### src/rtl/freq_gate_ctrl.sv
// Reciprocal (equal-precision) frequency measurement sequencer.
// The gate opens on a rising edge of sig, stays open for at least GATE_CYCLES
// clocks, and closes on the next rising edge of sig. Because both ends of the
// gate sit on sig edges, the sig count has no +/-1 edge error.
// Handshake: start is a request level sampled only in IDLE; done is a
// one-cycle pulse during which ref_count/sig_count/timeout/overflow are
// already valid, and those outputs hold until the next done pulse.
module freq_gate_ctrl #(
  parameter int unsigned CNT_W          = 32,
  parameter int unsigned GATE_CYCLES    = 50000000,
  parameter int unsigned TIMEOUT_CYCLES = 100000000
) (
  input  logic             clk,
  input  logic             reset,
  input  logic             sig,
  input  logic             start,
  output logic             busy,
  output logic             done,
  output logic [CNT_W-1:0] ref_count,
  output logic [CNT_W-1:0] sig_count,
  output logic             timeout,
  output logic             overflow
);

  // The wait counter only ever needs to hold TIMEOUT_CYCLES-1.
  localparam int unsigned WAIT_W = (TIMEOUT_CYCLES > 1) ? $clog2(TIMEOUT_CYCLES) : 1;
  localparam logic [WAIT_W-1:0] WAIT_LAST = WAIT_W'(TIMEOUT_CYCLES - 1);
  localparam logic [WAIT_W-1:0] WAIT_ONE  = WAIT_W'(1);
  localparam logic [CNT_W:0]    GATE_X    = (CNT_W + 1)'(GATE_CYCLES);
  localparam logic [CNT_W:0]    ONE_X     = (CNT_W + 1)'(1);
  localparam logic [CNT_W-1:0]  CNT_ONE   = CNT_W'(1);
  localparam logic [CNT_W-1:0]  CNT_MAX   = '1;

  typedef enum logic [2:0] {
    S_IDLE,
    S_ARM,
    S_MEASURE,
    S_CLOSE,
    S_DONE
  } state_t;

  state_t            state, state_nxt;
  logic              sync1, sync2, sync3;
  logic              sig_rise;
  logic [WAIT_W-1:0] wait_cnt, wait_nxt;
  logic [CNT_W-1:0]  ref_cnt, ref_nxt, ref_inc;
  logic [CNT_W-1:0]  sig_cnt, sig_nxt, sig_inc;
  logic [CNT_W:0]    ref_p1;
  logic              ref_sat, sig_sat;
  logic              ovf_flag, ovf_nxt;
  logic              to_flag, to_nxt;

  assign sig_rise = sync2 & ~sync3;

  // Saturating increments; the sat flags mark an increment that was clipped.
  assign ref_sat = (ref_cnt == CNT_MAX);
  assign sig_sat = (sig_cnt == CNT_MAX);
  assign ref_inc = ref_sat ? CNT_MAX : ref_cnt + CNT_ONE;
  assign sig_inc = sig_sat ? CNT_MAX : sig_cnt + CNT_ONE;
  assign ref_p1  = {1'b0, ref_cnt} + ONE_X;

  assign busy = (state != S_IDLE);
  assign done = (state == S_DONE);

  // Two-flop synchronizer for sig plus one delay flop for edge detection.
  always_ff @(posedge clk) begin
    if (reset) begin
      sync1 <= 1'b0;
      sync2 <= 1'b0;
      sync3 <= 1'b0;
    end else begin
      sync1 <= sig;
      sync2 <= sync1;
      sync3 <= sync2;
    end
  end

  // State and internal counter registers.
  always_ff @(posedge clk) begin
    if (reset) begin
      state    <= S_IDLE;
      wait_cnt <= '0;
      ref_cnt  <= '0;
      sig_cnt  <= '0;
      ovf_flag <= 1'b0;
      to_flag  <= 1'b0;
    end else begin
      state    <= state_nxt;
      wait_cnt <= wait_nxt;
      ref_cnt  <= ref_nxt;
      sig_cnt  <= sig_nxt;
      ovf_flag <= ovf_nxt;
      to_flag  <= to_nxt;
    end
  end

  // Next-state and counter update logic.
  always_comb begin
    state_nxt = state;
    wait_nxt  = wait_cnt;
    ref_nxt   = ref_cnt;
    sig_nxt   = sig_cnt;
    ovf_nxt   = ovf_flag;
    to_nxt    = to_flag;
    case (state)
      S_IDLE: begin
        if (start) begin
          state_nxt = S_ARM;
          wait_nxt  = '0;
          ovf_nxt   = 1'b0;
          to_nxt    = 1'b0;
        end
      end
      S_ARM: begin
        if (sig_rise) begin
          // Opening edge: not counted, counting starts next cycle.
          state_nxt = S_MEASURE;
          ref_nxt   = '0;
          sig_nxt   = '0;
          ovf_nxt   = 1'b0;
        end else if (wait_cnt == WAIT_LAST) begin
          state_nxt = S_DONE;
          to_nxt    = 1'b1;
        end else begin
          wait_nxt = wait_cnt + WAIT_ONE;
        end
      end
      S_MEASURE: begin
        ref_nxt = ref_inc;
        if (ref_sat) ovf_nxt = 1'b1;
        if (sig_rise) begin
          sig_nxt = sig_inc;
          if (sig_sat) ovf_nxt = 1'b1;
        end
        if (sig_rise && (ref_p1 >= GATE_X)) begin
          state_nxt = S_DONE;
        end else if (ref_p1 == GATE_X) begin
          state_nxt = S_CLOSE;
          wait_nxt  = '0;
        end
      end
      S_CLOSE: begin
        ref_nxt = ref_inc;
        if (ref_sat) ovf_nxt = 1'b1;
        if (sig_rise) begin
          // Closing edge is counted.
          sig_nxt   = sig_inc;
          if (sig_sat) ovf_nxt = 1'b1;
          state_nxt = S_DONE;
        end else if (wait_cnt == WAIT_LAST) begin
          state_nxt = S_DONE;
          to_nxt    = 1'b1;
        end else begin
          wait_nxt = wait_cnt + WAIT_ONE;
        end
      end
      S_DONE: begin
        state_nxt = S_IDLE;
      end
      default: begin
        state_nxt = S_IDLE;
      end
    endcase
  end

  // Result registers load on entry to DONE so they are valid with the done pulse.
  always_ff @(posedge clk) begin
    if (reset) begin
      ref_count <= '0;
      sig_count <= '0;
      timeout   <= 1'b0;
      overflow  <= 1'b0;
    end else if (state_nxt == S_DONE) begin
      if (to_nxt) begin
        ref_count <= '0;
        sig_count <= '0;
        timeout   <= 1'b1;
        overflow  <= 1'b0;
      end else begin
        ref_count <= ref_nxt;
        sig_count <= sig_nxt;
        timeout   <= 1'b0;
        overflow  <= ovf_nxt;
      end
    end
  end

endmodule

### config.mk
export PLATFORM = sky130hd
export DESIGN_NAME = freq_gate_ctrl
export DESIGN_NICKNAME = d
export VERILOG_FILES = /design/src/rtl/freq_gate_ctrl.sv
export SDC_FILE = /design/constraint.sdc
export NUM_CORES = 1
export LEC_CHECK = 0
export CAP_MARGIN = 15
export CORE_ASPECT_RATIO = 1.4
export CORE_MARGIN = 4
export CORE_UTILIZATION = 35
export CTS_CLUSTER_DIAMETER = 30
export CTS_CLUSTER_SIZE = 14
export DETAILED_ROUTE_END_ITERATION = 8
export SLEW_MARGIN = 30
export SYNTH_ARGS = -nofsm -noshare
export SYNTH_HDL_FRONTEND = slang
export SYNTH_SLANG_ARGS = --single-unit
### constraint.sdc
create_clock -name clk -period 3.47 [get_ports clk]
set_input_delay 0.8675 -clock clk [delete_from_list [all_inputs] [get_ports clk]]
set_output_delay 0.8675 -clock clk [all_outputs]
set_load 0.005 [all_outputs]
After elaboration in Yosys (flattened, before gate mapping)
Index checks and enable logic that the tools add are counted.
{"block": "totals", "inputBits": 4, "reg_bits": 165, "output_inout_bits": 68}
{"block": "classes", "addsub": 4, "n_reduce_logical": 7, "n_lt_le_gt_ge": 1, "bitwise": 2, "mux": 34, "eq_ne": 14}
{"cell": "$mux 32", "count": 7}
{"cell": "$mux 27", "count": 5}
{"cell": "$pmux 32 s2", "count": 2}
{"cell": "$pmux 27 s3", "count": 1}
{"cell": "$add 32x1->32 const B", "count": 2}
{"cell": "$eq 32x32->1 const B", "count": 2}
{"cell": "$add 32x1->33 const B", "count": 1}
{"cell": "$eq 33x26->1 const B", "count": 1}
{"cell": "$ge 33x26->1 const B", "count": 1}
{"cell": "$add 27x1->27 const B", "count": 1}
{"cell": "$eq 27x27->1 const B", "count": 1}
{"cell": "$mux 3", "count": 6}
{"cell": "$pmux 3 s4", "count": 1}
{"cell": "$mux 1", "count": 10}
{"cell": "$ne 2x2->1 const B", "count": 5}
{"cell": "$eq 3x2->1 const B", "count": 2}
{"cell": "$eq 3x3->1 const B", "count": 2}
{"cell": "$reduce_and 6->1", "count": 1}
{"cell": "$reduce_bool 3->1", "count": 2}
{"cell": "$reduce_or 2->1", "count": 2}
{"cell": "$eq 3x1->1 const B", "count": 1}
{"cell": "$logic_not 3->1", "count": 1}
{"cell": "$pmux 1 s3", "count": 1}
{"cell": "$pmux 1 s2", "count": 1}
{"cell": "other kinds (3)", "count": 3}

Depth between registers and ports, before layout
{"block": "logic_depth", "depth_word": 6, "ltp_mapped": 14, "ltp_nobuf": 11}

Worst setup path after synthesis
No wires, ideal clock.
{"block": "synth_timing", "path_type": "reg2reg", "from": "register ref_cnt[0]", "to": "register sig_count[12]", "t_required_ns": 3.355, "stages_incl_launch_ff": 15, "setup_slack_ns": -0.339, "arrival_ns": 3.694, "cell_sequence": "dfxtp_1 > ha_1 > buf_4 > nand3_2 > or4_1 > clkbuf_2 > o32ai_1 > o2111ai_1 > or4_1 > or4b_4 > nor3b_2 > a21oi_4 > nor2_2 > buf_6 > a31o_1"}
{"block": "synth_between", "elab_chain_cells": 6, "elab_cells_between_ends": 8, "classes_between": "1 x add/sub; 1 x order compare; 2 x eq/ne; 3 x mux; 1 x reduce/logical"}
{"element": "from (decl)", "line_no": "46", "rtl": "logic [CNT_W-1:0] ref_cnt, ref_nxt, ref_inc;"}
{"element": "from (signal assigned)", "line_no": "90", "rtl": "ref_cnt <= ref_nxt;"}
{"element": "$add 32x1->33 (*)", "line_no": "60", "rtl": "assign ref_p1 = {1'b0, ref_cnt} + ONE_X;"}
{"element": "$ge 33x26->1 / $eq 33x26->1 (equally long branches)", "line_no": "135, 137"}
{"element": "$logic_and 1x1->1 / $mux 3 (equally long branches)", "line_no": "135, 137"}
{"element": "$mux 3 (*)", "line_no": "135", "rtl": "if (sig_rise && (ref_p1 >= GATE_X)) begin"}
{"element": "$pmux 3 s4 (*)", "line_no": "105", "rtl": "case (state)"}
{"element": "$eq 3x3->1 (*)", "line_no": "173", "rtl": "end else if (state_nxt == S_DONE) begin"}
{"element": "to (signal assigned)", "line_no": "181", "rtl": "sig_count <= sig_nxt;"}
{"element": "to (decl)", "line_no": "20", "rtl": "output logic [CNT_W-1:0] sig_count,"}
Mark *: on every way between the ends. The rest lies on a longest branch, timed or not.
A chain may end at the register's enable or synchronous reset.

Worst setup path in the final report
{"block": "layout_timing", "from": "register ref_cnt[1]", "to": "register sig_count[21]"}
Same word-level chain as after synthesis.

==> flow_summary.yaml <==
yosys:
  syn-cell-area_sq_mm: 0.00892
  synth-seq-cells: 165
  yosys_warnings: 0
  synth_cell_types: 68
  ys_seq_area_share_pct: 37.0
  yosysTopAreaCell: "dfxtp_1"
  synthFlopType: "dfxtp_1"
  synth_top_cell_area_share_pct: 37.0
  syn-num-nets: 1179
  avgSynthCellArea_sq_um: 7.62
  async_flop_share_pct: 0
  synth_cells: 1171
  synth_area_leaders: "dfxtp_1, nor2_1, o21ai_0"
  synth_edf_count: 0
floorplanning:
  die_x_um: 143
  die_h_um: 197
  core_area_sq_mm: 0.0249
  dieArea_sq_mm: 0.0281
  rows: 68
  ioPinCount: 72
  initial_core_util_pct: 35.8
timing:
  worst_slew_pin_slew_ns: 0.929
  min_period_over_period_pct: 103
  drv_slew: 0
  skew_ns: 0.0105
  final_hold_viol_count: 0
  max_slew_margin_pct: 38.1
  finalCriticalPeriod_ns: 3.59
  setup_slack_ns: -0.121
  setup_viol: 78
  fmax_mhz: 278
  rsz0062_at_grt: "true"
placed_design:
  dp_cells: 1563
  port_buffers: 71
  dpl.hpwl_mm: 19.9
  place_area_sq_mm: 0.0106
  pre_cts_ws_ns: -0.195
  routabilityCongestion: 0.952
worst_setup_path:
  crit_start: "ref_cnt[1]"
  cp_slowest_cell: "or4_4"
  crit_end: "sig_count[21]"
  r2r-end: "sig_count[21]"
  path_depth: 13
  path_cells: "ha_4, nand3_4, or4_4, o32ai_4, o2111ai_2, or4_4, or4b_4, nor3b_4, a21oi_4, buf_6, clkbuf_16, clkbuf_16, o41ai_2"
  critPathArrivalTime_ns: 3.90
  cp-start-kind: "register"
  crit_fanout: 6
  crit-reg2reg-launch: "ref_cnt[1]"
  crit_buf_inv: 3
  r2r_setup_slack_ns: -0.12
  crit_family: "simple AND/OR/NAND/NOR gates"
  critPathCaptureType: "register"
  reg2reg_depth: 13
  slowest_delay_ns: 0.61
  cp.required_ns: 3.78
  crit_type: "reg2reg"
min_path:
  hp-class: "reg2reg"
  hold_depth: 1
global_route:
  grt_use_total_pct: 20.0
  grt_pass1_wl_mm: 45.4
  antenna_found_initial: 0
  grt.overflow.total: 0
  grt_pass1_vias: 8931
  grt_max_degree: 103
drt:
  drtPass1Iterations: 7
  via_per_inst: 5.67
  drt-total-wl_mm: 29.8
  antenna_left: 0
  route.detailed.drc: 0
  vias: 9166
  drt_iter0_markers: 559
  avgRoutedWirePerCell_um: 18.4
clock_network:
  tritoncts: "yes"
  cts.path.max_buffers: 2
  htreeDepth: 4
  clk_latency_ns: 0.44
  cts.sinks: 165
  cts.hold.buffers_added: 0
  cts_root_buf: "clkbuf_16"
  clk_pin_slew_ns: 0.07
  cts_buffers: 17
layout:
  final_area_sq_mm: 0.0122
  drive_gt1_share_pct: 22.8
  syn2layout_area_growth_pct: 36.3
  post-route-util_pct: 48.8
  fin_cells: 1618
  diodes: 0
  fin_nets: 1298
run:
  maxCapViolations: 0
pwr:
  p_per_area_mw_per_mm2: 324
  p_leak_nw: 4.33
  ir_drop_mv: 0.320
  power_mw: 3.94
status:
  status: "complete, but fails checks"
  violations: "setup timing"
## layout by cell type (no fill, tap or decap), types with 30 or more instances in the layout
master,instances
nor2_1,174
dfxtp_1,153
buf_4,92
nand2_1,72
clkdlybuf4s50_1,70
o21ai_0,65
a21oi_1,63
inv_1,60
nand3_1,39
nand4_1,38
o41ai_2,30
## worst min path at each step
stage / slack, ns / to / startpoint
final: 0.46 / sync2 / sync1
after global routing: 0.49 / sync2 / sync1
after CTS: 0.46 / sig_count[24] / sig_count[24]
after detailed placement: 0.44 / sync2 / sync1
after global placement: 0.44 / sync2 / sync1
after floorplan: 0.41 / sync2 / sync1
## logic make-up (layout without fill, tap and decap cells)
group / Yosys count / in the layout / share of synthesized area [%]
AO/OA/AOI/OAI: 325 / 325 / 23.8
XOR/XNOR: 33 / 33 / 3.24
adder cells (fa/ha/maj): 4 / 4 / 0.561
buffers and inverters: 155 / 286 / 6.96
flip-flops: 165 / 165 / 37.0
multiplexers: 10 / 10 / 1.18
AND/OR/NAND/NOR: 479 / 480 / 27.2
## synthesized netlist by cell type (all sizes together) (9+ instances only)
master	n
nor2	176
dfxtp	165
o21ai	111
nand2	75
a21oi	68
clkbuf	68
inv	60
o41ai	50
nand3	44
nand4	40
buf	27
xor2	26
and3	24
a22oi	23
nor3	21
and2	15
nor4	14
nor2b	11
o21a	11
o31ai	11
a31oi	10
nand2b	10
or3	9
## worst register-to-register path: cells and delay by family, from the launching register on
family,cells,cell delay (ns)
AND/OR/NAND/NOR,5,1.85
AO/OA/AOI/OAI,4,0.59
buffers and inverters,3,0.52
flip-flops,1,0.36
adder cells (fa/ha/maj),1,0.14
## routing by layer
layer / GRT usage (%) / routed length (um) / vias to the layer above
li1: - / - / 4468
met1: 21.5 / 11500 / 4439
met2: 37.3 / 16100 / 187
met3: 3.13 / 845 / 72
met4: 10.4 / 1330 / 0
met5: 0 / 0 / -
## per-stage QoR
stage	TNS, ns	hold slack, ns
finish	-5.50	0.458
floorplan	0	0.414
global placement	-8.02	0.445
detailed placement	-7.40	0.442
CTS	-3.18	0.463
global route	-13.58	0.488
## flip-flops by register name, indices dropped and copies added (netlist names), 3 cells and up
name	flops
wait_cnt	27
sig_cnt	32
ref_count	32
sig_count	32
state	3
ref_cnt	32
## repair_timing
item / in CTS / in global routing
setup buffers: 6 / 2
resized for setup: 81 / 90
endpoints found under the setup margin: 82 / 95
gates cloned: 3 / 12
pin swaps: 20 / 27
## power breakdown
part	total [mW]	leakage [nW]	switching, mW	internal (mW)
sequential	1.90	1.34	0.00502	1.89
clock	1.88	0.272	0.844	1.04
combinational	0.155	2.72	0.112	0.0433
total	3.94	4.33	0.961	2.97
## final cells by class
cell class	instances	area [sq um]
timing repair buffer	194	2040
clock buffer	20	457
clock inverter	12	120
inverter	60	225
fill	2419	12800
sequential	165	3330
multi-input combinational	852	5600
tap	315	394
Power figures use the tool's default switching activity.
